===== config.mk =====
export PLATFORM = sky130hd
export DESIGN_NAME = gf_mult_arbiter_flat
export DESIGN_NICKNAME = d
export VERILOG_FILES = /design/src/rtl/gf_mult_arbiter_pkg.sv /design/src/rtl/gf_mult_arbiter_if.sv /design/src/rtl/gf_mult_arbiter_rr_arbiter.sv /design/src/rtl/gf_mult_arbiter.sv /design/src/flat_wrapper.sv
export SDC_FILE = /design/constraint.sdc
export NUM_CORES = 1
export LEC_CHECK = 0
export CAP_MARGIN = 10
export CORE_AREA = 8 8 775 777
export CTS_CLUSTER_DIAMETER = 60
export DETAILED_ROUTE_END_ITERATION = 8
export DIE_AREA = 0 0 783 785
export GPL_TIMING_DRIVEN = 0
export PLACE_DENSITY_LB_ADDON = 0.12
export SYNTH_ARGS = -nofsm -noshare
export SYNTH_HDL_FRONTEND = slang
export SYNTH_SLANG_ARGS = --single-unit

===== constraint.sdc =====
create_clock -name clk -period 20.6 [get_ports clk]
set_input_delay 4.12 -clock clk [delete_from_list [all_inputs] [get_ports clk]]
set_output_delay 4.12 -clock clk [all_outputs]
set_load 0.05 [all_outputs]

===== src/rtl/gf_mult_arbiter_pkg.sv =====
// gf_mult_arbiter_pkg
// Shared constants for the GF(2^m) multiplier arbiter and the multiplier it
// fronts: default field width, the reduction polynomial's low terms and the
// sequencer state encoding.
package gf_mult_arbiter_pkg;

  // Field width used by the ECC core.
  localparam int M_DEFAULT = 163;

  // Low-order terms of p(x) = x^163 + x^7 + x^6 + x^3 + 1 (x^163 implied).
  localparam logic [M_DEFAULT-1:0] GF_POLY = M_DEFAULT'('hC9);

  // Sequencer state encoding.
  localparam logic [2:0] IDLE  = 3'd0;
  localparam logic [2:0] ISSUE = 3'd1;
  localparam logic [2:0] WAIT  = 3'd2;
  localparam logic [2:0] RESP  = 3'd3;
  localparam logic [2:0] GAP   = 3'd4;

  typedef enum logic [2:0] {
    S_IDLE  = IDLE,
    S_ISSUE = ISSUE,
    S_WAIT  = WAIT,
    S_RESP  = RESP,
    S_GAP   = GAP
  } state_t;

endpackage


===== src/rtl/gf_mult_arbiter_if.sv =====
// gf_mult_arbiter_if
// Bundles the requester side (req/op_a/op_b/gnt, response channel) and the
// multiplier side (mul_*) of the shared GF multiplier arbiter.
//   slave  : the arbiter's view (drives gnt, rsp_*, busy, mul_a/b, mul_start)
//   master : the requesters' and multiplier's view (drives req, op_a/b,
//            rsp_ready, mul_done, mul_z)
interface gf_mult_arbiter_if
  import gf_mult_arbiter_pkg::*;
#(
  parameter int M     = M_DEFAULT,
  parameter int N_REQ = 4
);

  logic [N_REQ-1:0]   req;
  logic [N_REQ*M-1:0] op_a;
  logic [N_REQ*M-1:0] op_b;
  logic [N_REQ-1:0]   gnt;
  logic [N_REQ-1:0]   rsp_valid;
  logic [N_REQ-1:0]   rsp_ready;
  logic [M-1:0]       rsp_z;
  logic               rsp_err;
  logic               busy;
  logic [M-1:0]       mul_a;
  logic [M-1:0]       mul_b;
  logic               mul_start;
  logic               mul_done;
  logic [M-1:0]       mul_z;

  modport master (
    output req, op_a, op_b, rsp_ready, mul_done, mul_z,
    input  gnt, rsp_valid, rsp_z, rsp_err, busy, mul_a, mul_b, mul_start
  );

  modport slave (
    input  req, op_a, op_b, rsp_ready, mul_done, mul_z,
    output gnt, rsp_valid, rsp_z, rsp_err, busy, mul_a, mul_b, mul_start
  );

endinterface


===== src/rtl/gf_mult_arbiter_rr_arbiter.sv =====
// rr_arbiter
// Combinational round-robin pick. Requests at or above ptr take priority;
// if none exist the search wraps to the lowest raw request.
//   req : request vector
//   ptr : index with highest priority this round
//   win : selected requester index (0 when no request)
//   any : at least one request present
module rr_arbiter #(
  parameter int N_REQ = 4,
  parameter int IDW   = 2
) (
  input  logic [N_REQ-1:0] req,
  input  logic [IDW-1:0]   ptr,
  output logic [IDW-1:0]   win,
  output logic             any
);

  logic [N_REQ-1:0] masked;

  // Descending scans so the last assignment is the lowest index; the masked
  // scan runs second so it overrides the wrapped fallback whenever it hits.
  always_comb begin
    masked = '0;
    win    = '0;
    for (int i = 0; i < N_REQ; i++)
      masked[i] = req[i] && (i >= int'(ptr));
    for (int i = N_REQ - 1; i >= 0; i--)
      if (req[i]) win = IDW'(i);
    for (int i = N_REQ - 1; i >= 0; i--)
      if (masked[i]) win = IDW'(i);
  end

  assign any = |req;

endmodule


===== src/rtl/gf_mult_arbiter.sv =====
// gf_mult_arbiter
// Shares one GF(2^m) multiplier among N_REQ requesters. A round-robin winner
// is granted for one cycle, its operands are latched onto mul_a/mul_b, the
// multiplier is driven with a level-held start until its done pulse, and the
// product goes back to the winner over a valid/ready channel. A watchdog
// aborts with rsp_err=1 and rsp_z=0 if done never arrives.
//   clk, rst : clock, asynchronous active-high reset
//   bus      : requester and multiplier signals (slave modport)
// All outputs are registered.
module gf_mult_arbiter
  import gf_mult_arbiter_pkg::*;
#(
  parameter int M       = M_DEFAULT,
  parameter int N_REQ   = 4,
  parameter int IDW     = 2,
  parameter int TIMEOUT = 255
) (
  input  logic              clk,
  input  logic              rst,
  gf_mult_arbiter_if.slave  bus
);

  state_t           state_q, state_d;
  logic [IDW-1:0]   ptr_q, owner_q, win;
  logic             any_req;
  logic [7:0]       wd_q;
  logic             grant_en, done_en, expire_en, ack_en;
  logic [N_REQ-1:0] gnt_q, rsp_valid_q;
  logic [M-1:0]     rsp_z_q, mul_a_q, mul_b_q;
  logic             rsp_err_q, busy_q, mul_start_q;

  rr_arbiter #(.N_REQ(N_REQ), .IDW(IDW)) u_rr (
    .req (bus.req),
    .ptr (ptr_q),
    .win (win),
    .any (any_req)
  );

  // State register.
  always_ff @(posedge clk or posedge rst) begin
    if (rst) state_q <= S_IDLE;
    else     state_q <= state_d;
  end

  // Next state plus one-cycle strobes for the datapath. In WAIT a done pulse
  // is checked before watchdog expiry so done wins a same-cycle tie.
  always_comb begin
    state_d   = state_q;
    grant_en  = 1'b0;
    done_en   = 1'b0;
    expire_en = 1'b0;
    ack_en    = 1'b0;
    case (state_q)
      S_IDLE: begin
        if (any_req) begin
          grant_en = 1'b1;
          state_d  = S_ISSUE;
        end
      end
      S_ISSUE: state_d = S_WAIT;
      S_WAIT: begin
        if (bus.mul_done) begin
          done_en = 1'b1;
          state_d = S_RESP;
        end else if (wd_q == 8'(TIMEOUT)) begin
          expire_en = 1'b1;
          state_d   = S_RESP;
        end
      end
      S_RESP: begin
        if (bus.rsp_ready[owner_q]) begin
          ack_en  = 1'b1;
          state_d = S_GAP;
        end
      end
      S_GAP:   state_d = S_IDLE;
      default: state_d = S_IDLE;
    endcase
  end

  // Registered outputs, operand/result latches and watchdog. mul_start and
  // busy are derived from the next state so they line up with the state they
  // describe; mul_start therefore rises on the first WAIT cycle.
  always_ff @(posedge clk or posedge rst) begin
    if (rst) begin
      ptr_q       <= '0;
      owner_q     <= '0;
      wd_q        <= '0;
      gnt_q       <= '0;
      rsp_valid_q <= '0;
      rsp_z_q     <= '0;
      rsp_err_q   <= 1'b0;
      busy_q      <= 1'b0;
      mul_a_q     <= '0;
      mul_b_q     <= '0;
      mul_start_q <= 1'b0;
    end else begin
      gnt_q       <= '0;
      busy_q      <= (state_d != S_IDLE);
      mul_start_q <= (state_d == S_WAIT);

      if (grant_en) begin
        gnt_q   <= N_REQ'(1) << win;
        owner_q <= win;
        ptr_q   <= (win == IDW'(N_REQ - 1)) ? '0 : win + 1'b1;
        mul_a_q <= bus.op_a[int'(win)*M +: M];
        mul_b_q <= bus.op_b[int'(win)*M +: M];
      end

      if (state_q == S_ISSUE)     wd_q <= '0;
      else if (state_q == S_WAIT) wd_q <= wd_q + 8'd1;

      if (done_en) begin
        rsp_z_q     <= bus.mul_z;
        rsp_err_q   <= 1'b0;
        rsp_valid_q <= N_REQ'(1) << owner_q;
      end else if (expire_en) begin
        rsp_z_q     <= '0;
        rsp_err_q   <= 1'b1;
        rsp_valid_q <= N_REQ'(1) << owner_q;
      end else if (ack_en) begin
        rsp_valid_q <= '0;
      end
    end
  end

  assign bus.gnt       = gnt_q;
  assign bus.rsp_valid = rsp_valid_q;
  assign bus.rsp_z     = rsp_z_q;
  assign bus.rsp_err   = rsp_err_q;
  assign bus.busy      = busy_q;
  assign bus.mul_a     = mul_a_q;
  assign bus.mul_b     = mul_b_q;
  assign bus.mul_start = mul_start_q;

endmodule


===== src/flat_wrapper.sv =====
// flat-port wrapper written by rule: the top's interface ports become plain ports
module gf_mult_arbiter_flat import gf_mult_arbiter_pkg::*;
#(
  parameter int M       = M_DEFAULT,
  parameter int N_REQ   = 4,
  parameter int IDW     = 2,
  parameter int TIMEOUT = 255
)
  (clk, rst, bus_req, bus_op_a, bus_op_b, bus_rsp_ready, bus_mul_done, bus_mul_z, bus_gnt, bus_rsp_valid, bus_rsp_z, bus_rsp_err, bus_busy, bus_mul_a, bus_mul_b, bus_mul_start);
  gf_mult_arbiter_if #(.M(M), .N_REQ(N_REQ)) bus_i ();
  input  logic clk;
  input  logic rst;
  input wire logic [$bits(bus_i.req)-1:0] bus_req;
  input wire logic [$bits(bus_i.op_a)-1:0] bus_op_a;
  input wire logic [$bits(bus_i.op_b)-1:0] bus_op_b;
  input wire logic [$bits(bus_i.rsp_ready)-1:0] bus_rsp_ready;
  input wire logic [$bits(bus_i.mul_done)-1:0] bus_mul_done;
  input wire logic [$bits(bus_i.mul_z)-1:0] bus_mul_z;
  output wire logic [$bits(bus_i.gnt)-1:0] bus_gnt;
  output wire logic [$bits(bus_i.rsp_valid)-1:0] bus_rsp_valid;
  output wire logic [$bits(bus_i.rsp_z)-1:0] bus_rsp_z;
  output wire logic [$bits(bus_i.rsp_err)-1:0] bus_rsp_err;
  output wire logic [$bits(bus_i.busy)-1:0] bus_busy;
  output wire logic [$bits(bus_i.mul_a)-1:0] bus_mul_a;
  output wire logic [$bits(bus_i.mul_b)-1:0] bus_mul_b;
  output wire logic [$bits(bus_i.mul_start)-1:0] bus_mul_start;
  assign bus_i.req = bus_req;
  assign bus_i.op_a = bus_op_a;
  assign bus_i.op_b = bus_op_b;
  assign bus_i.rsp_ready = bus_rsp_ready;
  assign bus_i.mul_done = bus_mul_done;
  assign bus_i.mul_z = bus_mul_z;
  assign bus_gnt = bus_i.gnt;
  assign bus_rsp_valid = bus_i.rsp_valid;
  assign bus_rsp_z = bus_i.rsp_z;
  assign bus_rsp_err = bus_i.rsp_err;
  assign bus_busy = bus_i.busy;
  assign bus_mul_a = bus_i.mul_a;
  assign bus_mul_b = bus_i.mul_b;
  assign bus_mul_start = bus_i.mul_start;
  gf_mult_arbiter #(.M(M), .N_REQ(N_REQ), .IDW(IDW), .TIMEOUT(TIMEOUT)) u_core (.clk(clk), .rst(rst), .bus(bus_i));
endmodule

==> metrics <==
Die Wd 783 µm; synth warn 0; Met2 Routed Length 231 mm; PwrDens 165 nW/µm²; setup slack after layout 13.16 ns; post-synthesis cell count 3135; WL final 487 mm; GR Util All Layers 15.1%; final total negative setup slack 0 ns; Cell variety after synth 47; highest metal used met5; Resized Gates After CTS 0; First DRT Iteration DRCs 2970; Pwr Total 11.0 mW; vias 39.9k; Worst Hold Endpoint u_core.bus.rsp_z[43]$_DFFE_PP0P_; Layout Nets 6771; Yosys top cell area share 41.8%; post-DP HPWL 425 mm; H-tree levels 4; Syn Std Cell Area 30800 µm²; first drt pass iteration count 5; Final ANT Viol Nets 0; clock latency on the worst-skew pair 0.83 ns; total core area 588000 µm²; Row Count 282; initial antenna violation count 375; ys flop type dfrtp_1; Crit Path Category input pin to register; Post-Syn Nets 4618; P_leak 24.4 nW; #FFs+latches synth 515; Hold WS 0.496 ns; via/cell ratio 3.00; outcome complete, no violations; MaxCap Viol Count 0; synthesis-to-layout area growth 115%; fin crit period 7.44 ns; count of buffers from port buffering 1977; Chip Height 785 µm; beginning of the worst hold path u_core.bus.rsp_z[43]$_DFFE_PP0P_; Worst Skew 0.0366 ns; vias in the first global route 40.8k; CTS clk-pin slew, worst paths 0.05 ns; R2R Path End u_core.bus.mul_a[46]$_DFFE_PP0P_; Max transition margin 15.6%; worst slew pin tran 1.27 ns; Worst Path Arrival 8.18 ns; RD Place Congestion 0.858; CTS tree yes; Max Root-Sink Buffers 4; worst reg2reg startpoint u_core.ptr_q[1]$_DFFE_PP0P_; overflow left after global routing 0; setup violators final 0; Hold Vio Cnt, Final 0; highest clock rate 134 MHz; IR drop worst, VDD 0.0660 mV; Hold Crit Class register to register; CP required 21.34 ns; largest net degree at the start of global routing 82; CTS Root Cell clkbuf_16; WL met3 42.3 mm; clk sinks 515; Yosys top cell by area dfrtp_1; fin util 11.3%; EDFF count, synth 0; Critical Path End Type register; global-route wire length before repair 583 mm; postcts setup bufs 0; startpoint types input pin; hold depth 1; Hold-fix buffers, CTS 0; syn_area_per_cell 9.83 µm²; R2R depth 8; IO Pins 1978; sequential share of the synthesized area 41.8%; layout cells sized above 1 9.24%; Worst Path Max Fanout 10; setup slack, reg-to-reg 16.63 ns; drt drc 0; RSZ-0062 raised after global routing false; DRT met1 WL 199 mm; DR WL/cell 36.6 µm; Slew Limit Fails 0; top post-synthesis cells by count dfrtp_1, nand2_1, a21o_1; starting density of the core 5.24%; most common cell in the netlist dfrtp_1; CTS Buf Count 147; die area 615000 µm²; ranking of synthesized cells by area dfrtp_1, mux2i_1, a21o_1, o211ai_1, o31ai_1; Async S/R FF share, synth 100%; Final period util 36.1%; Setup WS pre-CTS 11.86 ns
## kinds of logic (layout without fill, tap and decap cells)
group	Yosys count	after routing	share of synthesized area [%]
AOI/OAI and AO/OA	1171	1171	29.1
xor gates and xnor gates	6	6	0.171
adders and majority gates	5	5	0.203
buffers and inverters	409	2674	6.48
DFF	515	515	41.8
muxes	327	327	10.7
other	0	98	0
and+or+nand+nor	702	702	11.5
## metrics by stage
step | std cells | area [µm²]
after floorplan | 3135 | 30800
after detailed placement | 12900 | 60900
after global routing | 13300 | 66200
final | 13300 | 66300
after global placement | 12900 | 60400
after CTS | 13200 | 66100
## critical path: stages
cell	delay, ns
clkdlybuf4s50_1	0.56
nand2_1	0.21
a21o_1	0.15
buf_2	0.87
buf_2	0.77
clkbuf_1	0.40
nand4_1	0.38
a21o_1	0.44
o211ai_1	0.16
## layout by cell type (no fill, tap or decap), types with 164 or more instances in the layout
cell / instances
clkdlybuf4s50_1: 1974
o211ai_1: 326
mux2i_1: 316
a22o_1: 164
a21o_1: 330
clkbuf_1: 196
o31ai_1: 325
nand4_1: 326
nand2_1: 335
dfrtp_1: 515
## power breakdown
group | switching [mW] | internal [mW]
combinational | 4.65 | 1.91
sequential | 0.385 | 1.50
clock | 0.863 | 1.65
## how the worst max path moves through the flow
stage	endpoint	cells after the start	startpoint	slack, ns
2_1_floorplan	u_core.bus.busy$_DFF_PP0_	1	rst	2.10
3_3_place_gp	u_core.bus.mul_a[40]$_DFFE_PP0P_	2	rst	-11.73
3_5_place_dp	u_core.bus.mul_b[74]$_DFFE_PP0P_	9	bus_req[0]	11.86
4_1_cts	u_core.bus.mul_b[74]$_DFFE_PP0P_	9	bus_req[0]	12.80
5_1_grt	u_core.bus.mul_a[112]$_DFFE_PP0P_	9	bus_req[0]	12.88
6_report	u_core.bus.mul_a[46]$_DFFE_PP0P_	9	bus_req[0]	13.16
## state kept, by name (all words and copies together) (netlist names)
name	count
u_core.bus.mul_a	163
u_core.bus.mul_b	163
u_core.bus.rsp_z	163
u_core.wd_q	8
u_core.bus.gnt	4
u_core.bus.rsp_valid	4
u_core.state_q	3
u_core.owner_q	2
u_core.ptr_q	2
u_core.bus.busy	1
u_core.bus.mul_start	1
u_core.bus.rsp_err	1
## area by class of cell
cell class	instances	area, µm²
diodes	98	245
plain buffers	402	1980
clock buffers	189	4210
clock inverters	72	951
fillers	67600	522000
inverters	7	33.8
multi-input cells	2211	16000
flip-flops and latches	515	12900
well taps	7810	9770
repair buffers	2004	20300
## layer usage
metal	track usage, %	up-vias
li1	-	16700
met4	3.02	102
met3	5.63	785
met5	0	-
met1	18.1	19900
met2	25.8	2289
Power figures use the tool's default switching activity.
